--- src/rtl/m68k_bus_pkg.sv ---
// Shared types and memory map for the 68000 bus cycle controller.
// Region codes double as chip-select bit indices for the first five regions.
package m68k_bus_pkg;

    typedef enum logic [2:0] {
        REG_ROM      = 3'd0,
        REG_RAM      = 3'd1,
        REG_TILE     = 3'd2,
        REG_PAL      = 3'd3,
        REG_IO       = 3'd4,
        REG_IACK     = 3'd5,
        REG_UNMAPPED = 3'd6
    } region_t;

    typedef enum logic [2:0] {
        ST_IDLE,
        ST_DECODE,
        ST_WAIT,
        ST_ACK,
        ST_END
    } state_t;

    localparam logic [23:0] ROM_BASE  = 24'h000000;
    localparam logic [23:0] ROM_LIMIT = 24'h05FFFF;
    localparam logic [23:0] RAM_BASE  = 24'h060000;
    localparam logic [23:0] RAM_LIMIT = 24'h063FFF;
    localparam logic [23:0] IO_BASE   = 24'h0A0000;
    localparam logic [23:0] IO_LIMIT  = 24'h0A001F;
    localparam logic [23:0] TILE_BASE = 24'h100000;
    localparam logic [23:0] TILE_LIMIT= 24'h107FFF;
    localparam logic [23:0] PAL_BASE  = 24'h140000;
    localparam logic [23:0] PAL_LIMIT = 24'h140FFF;
    localparam logic [2:0]  FC_IACK   = 3'b111;

    function automatic logic in_range(input logic [23:0] a, input logic [23:0] lo,
                                      input logic [23:0] hi);
        return (a >= lo) && (a <= hi);
    endfunction

    // Active-high select vector: bit0 ROM, bit1 RAM, bit2 TILE, bit3 PAL, bit4 IO.
    function automatic logic [4:0] cs_onehot(input region_t r);
        case (r)
            REG_ROM:  return 5'b00001;
            REG_RAM:  return 5'b00010;
            REG_TILE: return 5'b00100;
            REG_PAL:  return 5'b01000;
            REG_IO:   return 5'b10000;
            default:  return 5'b00000;
        endcase
    endfunction

endpackage

--- src/rtl/m68k_addr_decode.sv ---
// Combinational decode of word address + function code into a bus region.
// Interrupt-acknowledge (FC=111) wins over any address match.
module m68k_addr_decode
    import m68k_bus_pkg::*;
(
    input  logic [23:1] i_addr,
    input  logic [2:0]  i_fc,
    output region_t     o_region
);

    logic [23:0] w_byte;
    assign w_byte = {i_addr, 1'b0};

    always_comb begin
        o_region = REG_UNMAPPED;
        if (i_fc == FC_IACK)                          o_region = REG_IACK;
        else if (in_range(w_byte, ROM_BASE,  ROM_LIMIT))  o_region = REG_ROM;
        else if (in_range(w_byte, RAM_BASE,  RAM_LIMIT))  o_region = REG_RAM;
        else if (in_range(w_byte, IO_BASE,   IO_LIMIT))   o_region = REG_IO;
        else if (in_range(w_byte, TILE_BASE, TILE_LIMIT)) o_region = REG_TILE;
        else if (in_range(w_byte, PAL_BASE,  PAL_LIMIT))  o_region = REG_PAL;
    end

endmodule

--- src/rtl/m68k_bus_ctrl.sv ---
// 68000 bus cycle controller: chip selects, wait states, nDTACK, read mux, autovector IACK.
// Optional DTACK_TIMEOUT_EN: bounded TILE wait with forced ACK and sticky TMO output.
module m68k_bus_ctrl
    import m68k_bus_pkg::*;
#(
    parameter int WS_ROM  = 2,
    parameter int WS_RAM  = 0,
    parameter int WS_PAL  = 1,
    parameter int WS_IO   = 1,
    parameter int TIMEOUT = 63
) (
    input  logic        clk,
    input  logic        nRESET,
    input  logic [23:1] M68K_ADDR,
    input  logic        nAS,
    input  logic        nUDS,
    input  logic        nLDS,
    input  logic        M68K_RW,
    input  logic [2:0]  FC,
    output logic        nDTACK,
    output logic [15:0] FX68K_DATAIN,
    input  logic [15:0] ROM_D,
    input  logic [15:0] RAM_D,
    input  logic [15:0] PAL_D,
    input  logic [15:0] IO_D,
    input  logic [15:0] TILE_D,
    input  logic        TILE_RDY,
    output logic        nROMCS,
    output logic        nRAMCS,
    output logic        nPALCS,
    output logic        nIOCS,
    output logic        nTILECS,
    output logic        nWRU,
    output logic        nWRL,
    output logic        IACK,
    output logic [2:0]  IACK_LVL
`ifdef DTACK_TIMEOUT_EN
    ,
    output logic        TMO
`endif
);

    state_t      r_state;
    region_t     r_region;
    logic [5:0]  r_wcnt;
    logic        r_ndtack;
    logic [4:0]  r_ncs;
    logic        r_nwru;
    logic        r_nwrl;
    logic        r_iack;
    logic [2:0]  r_iack_lvl;
    logic [15:0] r_data;
`ifdef DTACK_TIMEOUT_EN
    logic        r_tmo;
`endif

    region_t     w_region;
    logic [4:0]  w_cs_new;
    logic [5:0]  w_ws;
    logic [15:0] w_rdata;
    logic        w_active;
    logic        w_nwru;
    logic        w_nwrl;

    m68k_addr_decode u_dec (
        .i_addr   (M68K_ADDR),
        .i_fc     (FC),
        .o_region (w_region)
    );

    function automatic logic [5:0] ws_of(input region_t r);
        case (r)
            REG_ROM: return 6'(WS_ROM);
            REG_RAM: return 6'(WS_RAM);
            REG_PAL: return 6'(WS_PAL);
            REG_IO:  return 6'(WS_IO);
            default: return 6'd0;
        endcase
    endfunction

    assign w_cs_new = cs_onehot(w_region);
    assign w_ws     = ws_of(r_region);
    assign w_active = (r_state == ST_DECODE) || (r_state == ST_WAIT) || (r_state == ST_ACK);
    // Byte strobes track the core's UDS/LDS while the cycle is live (they may lag AS on writes).
    assign w_nwru   = nUDS | M68K_RW | (&r_ncs);
    assign w_nwrl   = nLDS | M68K_RW | (&r_ncs);

    always_comb begin
        w_rdata = 16'hFFFF;
        case (r_region)
            REG_ROM:  w_rdata = ROM_D;
            REG_RAM:  w_rdata = RAM_D;
            REG_TILE: w_rdata = TILE_D;
            REG_PAL:  w_rdata = PAL_D;
            REG_IO:   w_rdata = IO_D;
            REG_IACK: w_rdata = {8'h00, 5'd3, r_iack_lvl};
            default:  w_rdata = 16'hFFFF;
        endcase
    end

    always_ff @(posedge clk or negedge nRESET) begin
        if (!nRESET) begin
            r_state    <= ST_IDLE;
            r_region   <= REG_UNMAPPED;
            r_wcnt     <= 6'd0;
            r_ndtack   <= 1'b1;
            r_ncs      <= 5'h1F;
            r_nwru     <= 1'b1;
            r_nwrl     <= 1'b1;
            r_iack     <= 1'b0;
            r_iack_lvl <= 3'd0;
            r_data     <= 16'h0000;
`ifdef DTACK_TIMEOUT_EN
            r_tmo      <= 1'b0;
`endif
        end else begin
            r_iack <= 1'b0;
            // AS released: a completed cycle closes, an unfinished one aborts without DTACK.
            if (w_active && nAS) begin
                r_state  <= ST_END;
                r_ndtack <= 1'b1;
                r_ncs    <= 5'h1F;
                r_nwru   <= 1'b1;
                r_nwrl   <= 1'b1;
            end else begin
                case (r_state)
                    ST_IDLE: if (!nAS) begin
                        r_state  <= ST_DECODE;
                        r_region <= w_region;
                        r_ncs    <= ~w_cs_new;
                        r_nwru   <= nUDS | M68K_RW | ~(|w_cs_new);
                        r_nwrl   <= nLDS | M68K_RW | ~(|w_cs_new);
                        if (w_region == REG_IACK) begin
                            r_iack     <= 1'b1;
                            r_iack_lvl <= M68K_ADDR[3:1];
                        end
                    end
                    ST_DECODE: begin
                        r_nwru <= w_nwru;
                        r_nwrl <= w_nwrl;
                        if (r_region == REG_TILE) begin
                            r_state <= ST_WAIT;
                            r_wcnt  <= 6'(TIMEOUT - 1);
                        end else if (w_ws == 6'd0) begin
                            r_state  <= ST_ACK;
                            r_ndtack <= 1'b0;
                            r_data   <= w_rdata;
                        end else begin
                            r_state <= ST_WAIT;
                            r_wcnt  <= w_ws - 6'd1;
                        end
                    end
                    ST_WAIT: begin
                        r_nwru <= w_nwru;
                        r_nwrl <= w_nwrl;
                        if (r_region == REG_TILE) begin
                            if (TILE_RDY) begin
                                r_state  <= ST_ACK;
                                r_ndtack <= 1'b0;
                                r_data   <= w_rdata;
                            end
`ifdef DTACK_TIMEOUT_EN
                            else if (r_wcnt == 6'd0) begin
                                r_state  <= ST_ACK;
                                r_ndtack <= 1'b0;
                                r_data   <= 16'hFFFF;
                                r_tmo    <= 1'b1;
                            end else begin
                                r_wcnt <= r_wcnt - 6'd1;
                            end
`endif
                        end else if (r_wcnt == 6'd0) begin
                            r_state  <= ST_ACK;
                            r_ndtack <= 1'b0;
                            r_data   <= w_rdata;
                        end else begin
                            r_wcnt <= r_wcnt - 6'd1;
                        end
                    end
                    ST_ACK: begin
                        r_nwru <= w_nwru;
                        r_nwrl <= w_nwrl;
                    end
                    ST_END:  r_state <= ST_IDLE;
                    default: r_state <= ST_IDLE;
                endcase
            end
        end
    end

    assign nDTACK       = r_ndtack;
    assign FX68K_DATAIN = r_data;
    assign nROMCS       = r_ncs[0];
    assign nRAMCS       = r_ncs[1];
    assign nTILECS      = r_ncs[2];
    assign nPALCS       = r_ncs[3];
    assign nIOCS        = r_ncs[4];
    assign nWRU         = r_nwru;
    assign nWRL         = r_nwrl;
    assign IACK         = r_iack;
    assign IACK_LVL     = r_iack_lvl;
`ifdef DTACK_TIMEOUT_EN
    assign TMO          = r_tmo;
`endif

endmodule

--- config.mk ---
export PLATFORM = sky130hd
export DESIGN_NAME = m68k_bus_ctrl
export DESIGN_NICKNAME = d
export VERILOG_FILES = /design/src/rtl/m68k_bus_pkg.sv /design/src/rtl/m68k_addr_decode.sv /design/src/rtl/m68k_bus_ctrl.sv
export SDC_FILE = /design/constraint.sdc
export NUM_CORES = 1
export LEC_CHECK = 0
export ABC_AREA = 1
export BUFFER_PORTS_ARGS = -buffer_cell sky130_fd_sc_hd__buf_2
export CAP_MARGIN = 20
export CORE_ASPECT_RATIO = 0.9
export CORE_UTILIZATION = 50
export CTS_CLUSTER_SIZE = 30
export DETAILED_ROUTE_END_ITERATION = 8
export GPL_ROUTABILITY_DRIVEN = 0
export HOLD_SLACK_MARGIN = 0.15
export MAX_ROUTING_LAYER = met4
export PLACE_DENSITY = 0.95
export SLEW_MARGIN = 40
export SYNTH_ARGS = -nofsm -noshare
export SYNTH_HDL_FRONTEND = slang
export SYNTH_SLANG_ARGS = --single-unit
--- constraint.sdc ---
create_clock -name clk -period 2.63 [get_ports clk]
set_input_delay 0.526 -clock clk [delete_from_list [all_inputs] [get_ports clk]]
set_output_delay 0.526 -clock clk [all_outputs]
set_load 0.005 [all_outputs]
==> results.yml <==
sta:
  hold_viol_final: 0
  fin_ws_ps: 524
  tns_ps: 0
  worst_pin_slew_ps: 616
  min_period_ps: 2110
  layout_worst_path_cycle_share_pct: 80.1
  fin_skew_ps: 7.55
  clock.fmax_mhz: 475
  final_max_slew_viol_count: 0
  setup_violations: 0
  whs_ps: 198
  max_slew_margin_pct: 58.9
  rsz0062_at_grt: "false"
synthesis:
  synth_fa_ha_area_share_pct: 0.868
  synth-seq-cells: 40
  synth_xor_area_share_pct: 0.608
  syn_avg_cell_area_um2: 7.08
  synth-simple-area-share_pct: 31.5
  postSynthCellCount: 407
  yosysWarnings: 0
  synth_area_um2: 2880
  synth-edff-count: 0
  synth_compound_area_share_pct: 18.3
  synth.area.mux_share_pct: 0
  synth_top_family_by_area: "simple AND/OR/NAND/NOR gates"
  async_flop_share_pct: 100
  synth_ff_type: "dfrtp_1"
  synth_cell_types: 38
  syn-num-nets: 522
  synth-seq-area-share_pct: 35.2
critical_path:
  crit_cells: 8
  timing.rr.start: "r_region[2]"
  rrSetupSlack_ps: 520
  critical-path-max-stage-delay_ps: 850
  worst-endpoint-required_ps: 2850
  critical_path_arrival_ps: 2330
  crit_start: "r_region[2]"
  r2r_cells: 8
  crit_family: "flip-flops"
  crit_buf_inv: 2
  startpoint_type: "flop"
  crit_end: "FX68K_DATAIN[10]"
  critPathKind: "reg2reg"
  crit_chain: "nor2_8 -> nor2_1 -> inv_2 -> a21oi_2 -> and3_1 -> buf_4 -> nand2_1 -> o21ai_2"
  cp-end-kind: "flop"
  crit_path_max_fanout: 32
  crit_slowest_cell: "dfstp_2"
  worstReg2RegEnd: "FX68K_DATAIN[10]"
grt:
  overflow: 0
  grt_max_degree: 41
  antenna_found_initial: 0
  grt_pass1_wl_mm: 13.7
  grt_pass1_vias: 3125
  groute.usage.overall_pct: 30.8
finish:
  final_util_pct: 67.9
  nets: 658
  num_antenna_cells: 0
  layout_common_cells: "buf_2, nand2_1, inv_1"
  drive_gt1_share_pct: 36.9
  stdcell_area_um2: 3670
  final-instance-count-excl-fill: 611
  final_common_cell: "buf_2"
  fillCellCount: 440
  syn2layout_area_growth_pct: 27.5
cts:
  postCtsSetupRepairBufs: 0
  cts_hold_buf: 0
  cts_tree: "done"
  cts_made_buffers: 5
  cts_resized: 0
  worstSkewPairLatency_ps: 290
  cts_root_buf: "clkbuf_8"
  cts_sinks: 40
  clk_pin_slew_worst_paths_ps: 90
  cts_htree_levels: 2
  cts_buffer_depth: 2
floorplan:
  row_count: 25
  fp.dieW_um: 82.0
  initial_core_util_pct: 53.3
  dieArea_um2: 6070
  ios: 141
  core_area_um2: 5410
  die_y_um: 74.0
power:
  vdd_drop_max_v: 0.000522
  p_per_area_nw_per_um2: 858
  power_mw: 3.15
  p_leak_nw: 1.95
drt:
  first_iter_violations: 184
  wl_met2_mm: 4.47
  drc: 0
  vias: 3293
  route.met3.wl_um: 816
  drt_pre_antenna_iters: 5
  routed.top_layer: "met4"
  antenna_left: 0
  wl_met1_mm: 3.33
  wl_per_cell_um: 14.6
  viasPerCell: 5.39
  wirelength_mm: 8.93
min_path:
  hold_class: "in2async"
status:
  status: "completed"
placement:
  place_inst: 603
  hpwl_mm: 6.96
  place_ws_ps: 569
  place_area_um2: 3560
  io_buffers: 139
job:
  cap_viol_max_count: 0
==> power breakdown <==
part           internal, mW  switching [mW]
clock network         0.281           0.232
logic                 0.621           0.939
registers             0.896           0.182
total                  1.80            1.35
==> sequential cells by signal, indices dropped and copies added, names as in the netlist <==
register      cells
FX68K_DATAIN     16
r_wcnt            6
r_ncs             5
IACK_LVL          3
r_region          3
r_state           3
IACK              1
nDTACK            1
nWRL              1
nWRU              1
==> Yosys cell counts (4+ instances only) <==
cell     instances  area share (%)
a21oi_1         20             3.5
a22oi_1          8             2.1
a31oi_1          4            0.87
buf_6            5             2.0
dfrtp_1         30              26
dfstp_2         10             9.1
inv_1           67             8.7
inv_2            6            0.78
nand2_1         85              11
nand2_2          4            0.87
nand3_1         28             4.9
nand4_1         19             4.1
nor2_1          38             4.9
o21ai_0         21             3.6
o21ai_1          8             1.4
o21ai_2         17             5.2
==> how the worst min path moves through the flow <==
stage | slack, ps | cells past startpoint | to
2_1_floorplan | 230 | 0 | FX68K_DATAIN[0]
3_3_place_gp | 470 | 2 | nDTACK
3_5_place_dp | 470 | 2 | nDTACK
4_1_cts | 220 | 1 | FX68K_DATAIN[2]
5_1_grt | 230 | 1 | FX68K_DATAIN[2]
6_report | 200 | 1 | FX68K_DATAIN[2]
==> final cells by class <==
cell class / count / area [um^2] / share of cell area [%]
clock buffers: 5 / 68.8 / 1.87
multi-input cells: 282 / 1480 / 40.2
repair buffers: 141 / 713 / 19.4
well taps: 67 / 83.8 / 2.28
inverters: 73 / 274 / 7.46
clock inverters: 3 / 42.5 / 1.16
flip-flops and latches: 40 / 1010 / 27.6
==> logic make-up after synthesis <==
| group | count (synthesis) |
|---|---|
| XOR/XNOR | 2 |
| buffers and inverters | 85 |
| AO/OA/AOI/OAI | 84 |
| flip-flops | 40 |
| adder cells (fa/ha/maj) | 2 |
| AND/OR/NAND/NOR | 194 |
==> layer usage <==
| layer | GRT usage (%) | vias to the layer above |
|---|---|---|
| met3 | 6.75 | 26 |
| met4 | 13.1 | 0 |
| met1 | 33.3 | 1471 |
| met5 | - | - |
| li1 | - | 1601 |
| met2 | 54.3 | 195 |
(Power assumes the default switching activity.)
